[src/rtl/ldl_cdc_ring_tx_sched.sv]
// rtl/ldl_cdc_ring_tx_sched.sv - round-robin scheduler feeding one CDC ring tx channel
// Grants one requester, latches {seq, id, data} onto the ring and holds it HOLD cycles.
module ldl_cdc_ring_tx_sched #(
  parameter int N     = 4,
  parameter int WIDTH = 8,
  parameter int HOLD  = 8,
  localparam int IDW  = $clog2(N)
) (
  input  logic                 i_clk,
  input  logic                 i_rst,
  input  logic                 i_en,
  input  logic [N-1:0]         i_req,
  input  logic [N*WIDTH-1:0]   i_req_data,
  output logic [N-1:0]         o_gnt,
  output logic [IDW+WIDTH:0]   o_ring_din,
  output logic                 o_busy
);

  localparam int CW = $clog2(HOLD);

  typedef enum logic {S_IDLE, S_HOLD} state_t;

  state_t             r_state, w_state_nxt;
  logic [CW-1:0]      r_cnt, w_cnt_nxt;
  logic [IDW-1:0]     r_ptr, w_ptr_nxt;
  logic               r_seq, w_seq_nxt;
  logic [N-1:0]       r_gnt, w_gnt_nxt;
  logic [IDW+WIDTH:0] r_din, w_din_nxt;
  logic               r_busy, w_busy_nxt;
  logic               w_found;
  logic [IDW-1:0]     w_win;

  // Linear scan starting at the round-robin pointer; first requester found wins.
  always_comb begin
    int idx;
    idx     = 0;
    w_found = 1'b0;
    w_win   = '0;
    for (int k = 0; k < N; k++) begin
      idx = int'(r_ptr) + k;
      if (idx >= N) idx = idx - N;
      if (!w_found && i_req[idx]) begin
        w_found = 1'b1;
        w_win   = IDW'(idx);
      end
    end
  end

  always_comb begin
    w_state_nxt = r_state;
    w_cnt_nxt   = r_cnt;
    w_ptr_nxt   = r_ptr;
    w_seq_nxt   = r_seq;
    w_gnt_nxt   = '0;
    w_din_nxt   = r_din;
    w_busy_nxt  = r_busy;
    if (r_state == S_IDLE) begin
      if (i_en && w_found) begin
        w_state_nxt = S_HOLD;
        w_din_nxt   = {~r_seq, w_win, i_req_data[int'(w_win)*WIDTH +: WIDTH]};
        w_seq_nxt   = ~r_seq;
        w_gnt_nxt   = N'(1) << w_win;
        w_ptr_nxt   = (int'(w_win) == N-1) ? '0 : w_win + IDW'(1);
        w_cnt_nxt   = CW'(HOLD-1);
        w_busy_nxt  = 1'b1;
      end
    end else begin
      if (r_cnt != '0) begin
        w_cnt_nxt = r_cnt - CW'(1);
      end else begin
        w_state_nxt = S_IDLE;
        w_busy_nxt  = 1'b0;
      end
    end
  end

  always_ff @(posedge i_clk) begin
    if (i_rst) begin
      r_state <= S_IDLE;
      r_cnt   <= '0;
      r_ptr   <= '0;
      r_seq   <= 1'b0;
      r_gnt   <= '0;
      r_din   <= '0;
      r_busy  <= 1'b0;
    end else begin
      r_state <= w_state_nxt;
      r_cnt   <= w_cnt_nxt;
      r_ptr   <= w_ptr_nxt;
      r_seq   <= w_seq_nxt;
      r_gnt   <= w_gnt_nxt;
      r_din   <= w_din_nxt;
      r_busy  <= w_busy_nxt;
    end
  end

  assign o_gnt      = r_gnt;
  assign o_ring_din = r_din;
  assign o_busy     = r_busy;

endmodule

[config.mk]
export PLATFORM = sky130hd
export DESIGN_NAME = ldl_cdc_ring_tx_sched
export DESIGN_NICKNAME = d
export VERILOG_FILES = /design/src/rtl/ldl_cdc_ring_tx_sched.sv
export SDC_FILE = /design/constraint.sdc
export NUM_CORES = 1
export LEC_CHECK = 0
export CELL_PAD_IN_SITES_DETAIL_PLACEMENT = 1
export CELL_PAD_IN_SITES_GLOBAL_PLACEMENT = 1
export CORE_UTILIZATION = 24
export CTS_BUF_LIST = sky130_fd_sc_hd__clkbuf_2
export CTS_CLUSTER_SIZE = 12
export DETAILED_ROUTE_END_ITERATION = 8
export PLACE_DENSITY_LB_ADDON = 0.1
export SYNTH_ARGS = -nofsm -noshare
export SYNTH_HDL_FRONTEND = slang
export SYNTH_SLANG_ARGS = --single-unit
[constraint.sdc]
create_clock -name i_clk -period 3.3 [get_ports i_clk]
set_input_delay 0.66 -clock i_clk [delete_from_list [all_inputs] [get_ports i_clk]]
set_output_delay 0.66 -clock i_clk [all_outputs]
set_load 0.005 [all_outputs]
==> results.py <==
metrics = {
    "floorplan": {
        "die_w_um": 75.5,
        "die_h_um": 75.5,
        "core_mm2": 0.00517,
        "std_cell_rows": 26,
        "io_pins": 55,
        "start_util_pct": 25.1,
        "dieArea_mm2": 0.00570,
    },
    "yosys": {
        "yosysSeqAreaShare_pct": 33.9,
        "synth_common_cells": "dfxtp_1 (22), mux2i_1 (12), a21oi_1 (11), nand2_1 (10), nor2_1 (9)",
        "async_flop_share_pct": 0,
        "netlist_area_mm2": 0.00130,
        "syn_nets": 175,
        "netlist_instances": 134,
        "synth_most_common_cell": "dfxtp_1",
        "synth_area_leaders": "dfxtp_1 (34%), mux2i_1 (9.3%), a21bo_4 (6.3%)",
        "synthDistinctLibCells": 39,
        "yosysTopAreaCell": "dfxtp_1",
        "synth_top_area_share_pct": 33.9,
        "synth_warnings": 0,
        "synth_area_per_cell_um2": 9.68,
        "ys_seq_elements": 22,
        "synth-edff-count": 0,
        "ys.flop_type": "dfxtp_1",
    },
    "global_routing": {
        "grt_usage_pct": 13.6,
        "gr-total-overflow": 0,
        "grt_first_pass_wirelength_mm": 5.76,
        "antenna_found_initial": 0,
        "grt_max_degree": 19,
        "first_global_vias": 1228,
    },
    "pwr": {
        "leakagePower_uw": 0.000722,
        "power.internal_uw": 531,
        "sw_frac_of_total_pct": 28.3,
        "pwr-share-clk_pct": 25.2,
        "p_seq_share_pct": 42.2,
        "cellPowerDensity_mw_per_mm2": 384,
        "pwr-share-comb_pct": 32.6,
        "ir_drop_uv": 155,
        "power.net_switching_uw": 210,
    },
    "worst_setup_path": {
        "rrSetupSlack_ns": 1.45,
        "cp_slowest_cell": "or4_4",
        "cp_common_cell": "a21oi_1",
        "max_stage_delay_ns": 0.55,
        "rr_startpoint": "r_ptr[1]",
        "end_kind": "register",
        "endpoint": "r_cnt[0]",
        "crit_arrival_ns": 2.48,
        "cp_max_fo": 15,
        "worstReg2RegEnd": "o_ring_din[1]",
        "crit_start": "i_req[3]",
        "rr_worst_depth": 5,
        "required_ns": 3.55,
        "worstSetupStartpointType": "input pin",
        "worstPathCellList": "clkdlybuf4s50_1 > or4_4 > nand3_1 > a21oi_1 > a21oi_1 > nor2_1",
        "path_class": "in2reg",
    },
    "sta": {
        "fin_tns_setup_ns": 0,
        "setup_ws_ns": 1.06,
        "fin_crit_ns": 2.24,
        "slew_violations": 0,
        "relSlewSlack_pct": 60.3,
        "timing.fmax_mhz": 447,
        "worstMarginPinSlew_ns": 0.596,
        "post-route-period-util_pct": 67.8,
        "rsz0062_at_grt": "no",
        "final_hold_viol_count": 0,
        "setup_viol": 0,
        "fin_skew_ns": 0.000487,
    },
    "layout": {
        "layout-drive-gt1-share_pct": 14.1,
        "fillers": 608,
        "antennaDiodeCount": 0,
        "area_delta_synth_final_pct": 48.6,
        "fin_nets": 226,
        "multiInputGateArea_um2": 792,
        "regArea_um2": 440,
        "post-route-cell-area_mm2": 0.00193,
    },
    "routing": {
        "drt-total-wl_mm": 3.78,
        "vias": 1200,
        "dr.pass1.iters": 4,
        "drtIter0Drc": 28,
        "ant_nets": 0,
        "drc": 0,
        "drt-wirelength-per-cell_um": 14.9,
        "viasPerCell": 4.72,
    },
    "placement": {
        "io_buffers": 54,
        "hpwlAfterDp_mm": 3.06,
        "place_ws_ns": 0.661,
        "postPlaceCellArea_mm2": 0.00188,
        "routabilityCongestion": 0.770,
    },
    "clock_tree": {
        "cts_max_path_buffers": 2,
        "clkSlewWorstSetupHoldPaths_ns": 0.21,
        "insertion_delay_ns": 0.32,
        "cts_tree": "built",
        "clkSinkCount": 22,
        "hold_buffers": 0,
        "root_buffer": "clkbuf_2",
        "postCtsSetupBuffers": 0,
        "numCtsBuffers": 3,
        "cts-resized-gates": 0,
        "cts_max_level": 1,
    },
    "run": {
        "maxCapViolations": 0,
    },
    "hold_path": {
        "hp-start": "o_ring_din[9]",
        "hp-class": "reg2reg",
    },
    "status": {
        "outcome": "complete, no violations",
    },
}
==> placed cells by master (no fill, tap or decap), types with 2 or more instances in the layout <==
cell type        instances
o211ai_2                 5
clkbuf_2                 3
clkdlybuf4s50_1         54
o221ai_1                 3
a211oi_2                 2
nand4_1                  5
nand3b_1                 8
nand2_1                 10
a21oi_1                 11
nor2_1                   9
o31ai_1                  5
dfxtp_1                 22
inv_1                    4
a21bo_4                  5
nand2b_1                 2
ha_1                     2
xnor2_1                  2
mux2i_1                 12
==> per-stage QoR <==
step,hold WS [ns],util (%),total power (uW),instances
after global placement,0.470,36.4,557,250
after detailed placement,0.472,36.4,563,250
after CTS,0.500,37.3,755,254
after global routing,0.527,37.3,793,254
final,0.491,37.3,741,254
after floorplan,0.453,-,454,134
==> cell families after synthesis <==
| kind of cell | Yosys count | synth area share (%) |
|---|---|---|
| AND/OR/NAND/NOR | 45 | 21.4 |
| multiplexers | 12 | 9.26 |
| adder cells (fa/ha/maj) | 2 | 1.93 |
| XOR/XNOR | 2 | 1.35 |
| AO/OA/AOI/OAI | 38 | 27.1 |
| flip-flops | 22 | 33.9 |
| buffers and inverters | 13 | 5.01 |
==> critical path: cells and delay by family <==
family / cells / cell delay [ns]
simple gates: 3 / 1.01
buf+inv: 1 / 0.53
compound gates: 2 / 0.28
==> worst min path at each step <==
| stage | end | slack (ns) | depth (start not counted) |
|---|---|---|---|
| global placement | o_ring_din[9] | 0.47 | 2 |
| finish | o_ring_din[9] | 0.49 | 2 |
| detailed placement | o_ring_din[8] | 0.47 | 2 |
| global route | o_ring_din[9] | 0.53 | 2 |
| floorplan | o_ring_din[8] | 0.45 | 2 |
| CTS | o_ring_din[9] | 0.50 | 2 |
==> final cells by class <==
class,count,area share (%)
Timing Repair Buffer,55,28.4
Tap cell,70,4.54
Multi-Input combinational cell,99,41.1
Inverter,4,0.779
Clock inverter,1,1.56
Clock buffer,3,0.779
Sequential cell,22,22.8
==> power by group through the flow <==
stage | combinational, uW | sequential (uW) | clock (uW)
4_1_cts | 246 | 313 | 195
6_report | 242 | 313 | 187
3_5_place_dp | 245 | 318 | 0
3_3_place_gp | 240 | 318 | 0
5_1_grt | 265 | 318 | 210
2_1_floorplan | 141 | 313 | 0
==> sequential cells by signal, indices dropped and copies added (netlist names) <==
name        count
r_ptr           2
o_ring_din     10
r_cnt           3
o_gnt           4
r_seq           1
o_busy          1
r_state         1
==> metal layers <==
metal / global-route usage [%] / vias up / wire length (um)
li1: - / 592 / -
met1: 16.8 / 560 / 1750
met2: 23.7 / 46 / 1720
met3: 3.44 / 2 / 287
met4: 3.70 / 0 / 22
met5: 0 / - / 0
(Power assumes the default switching activity.)
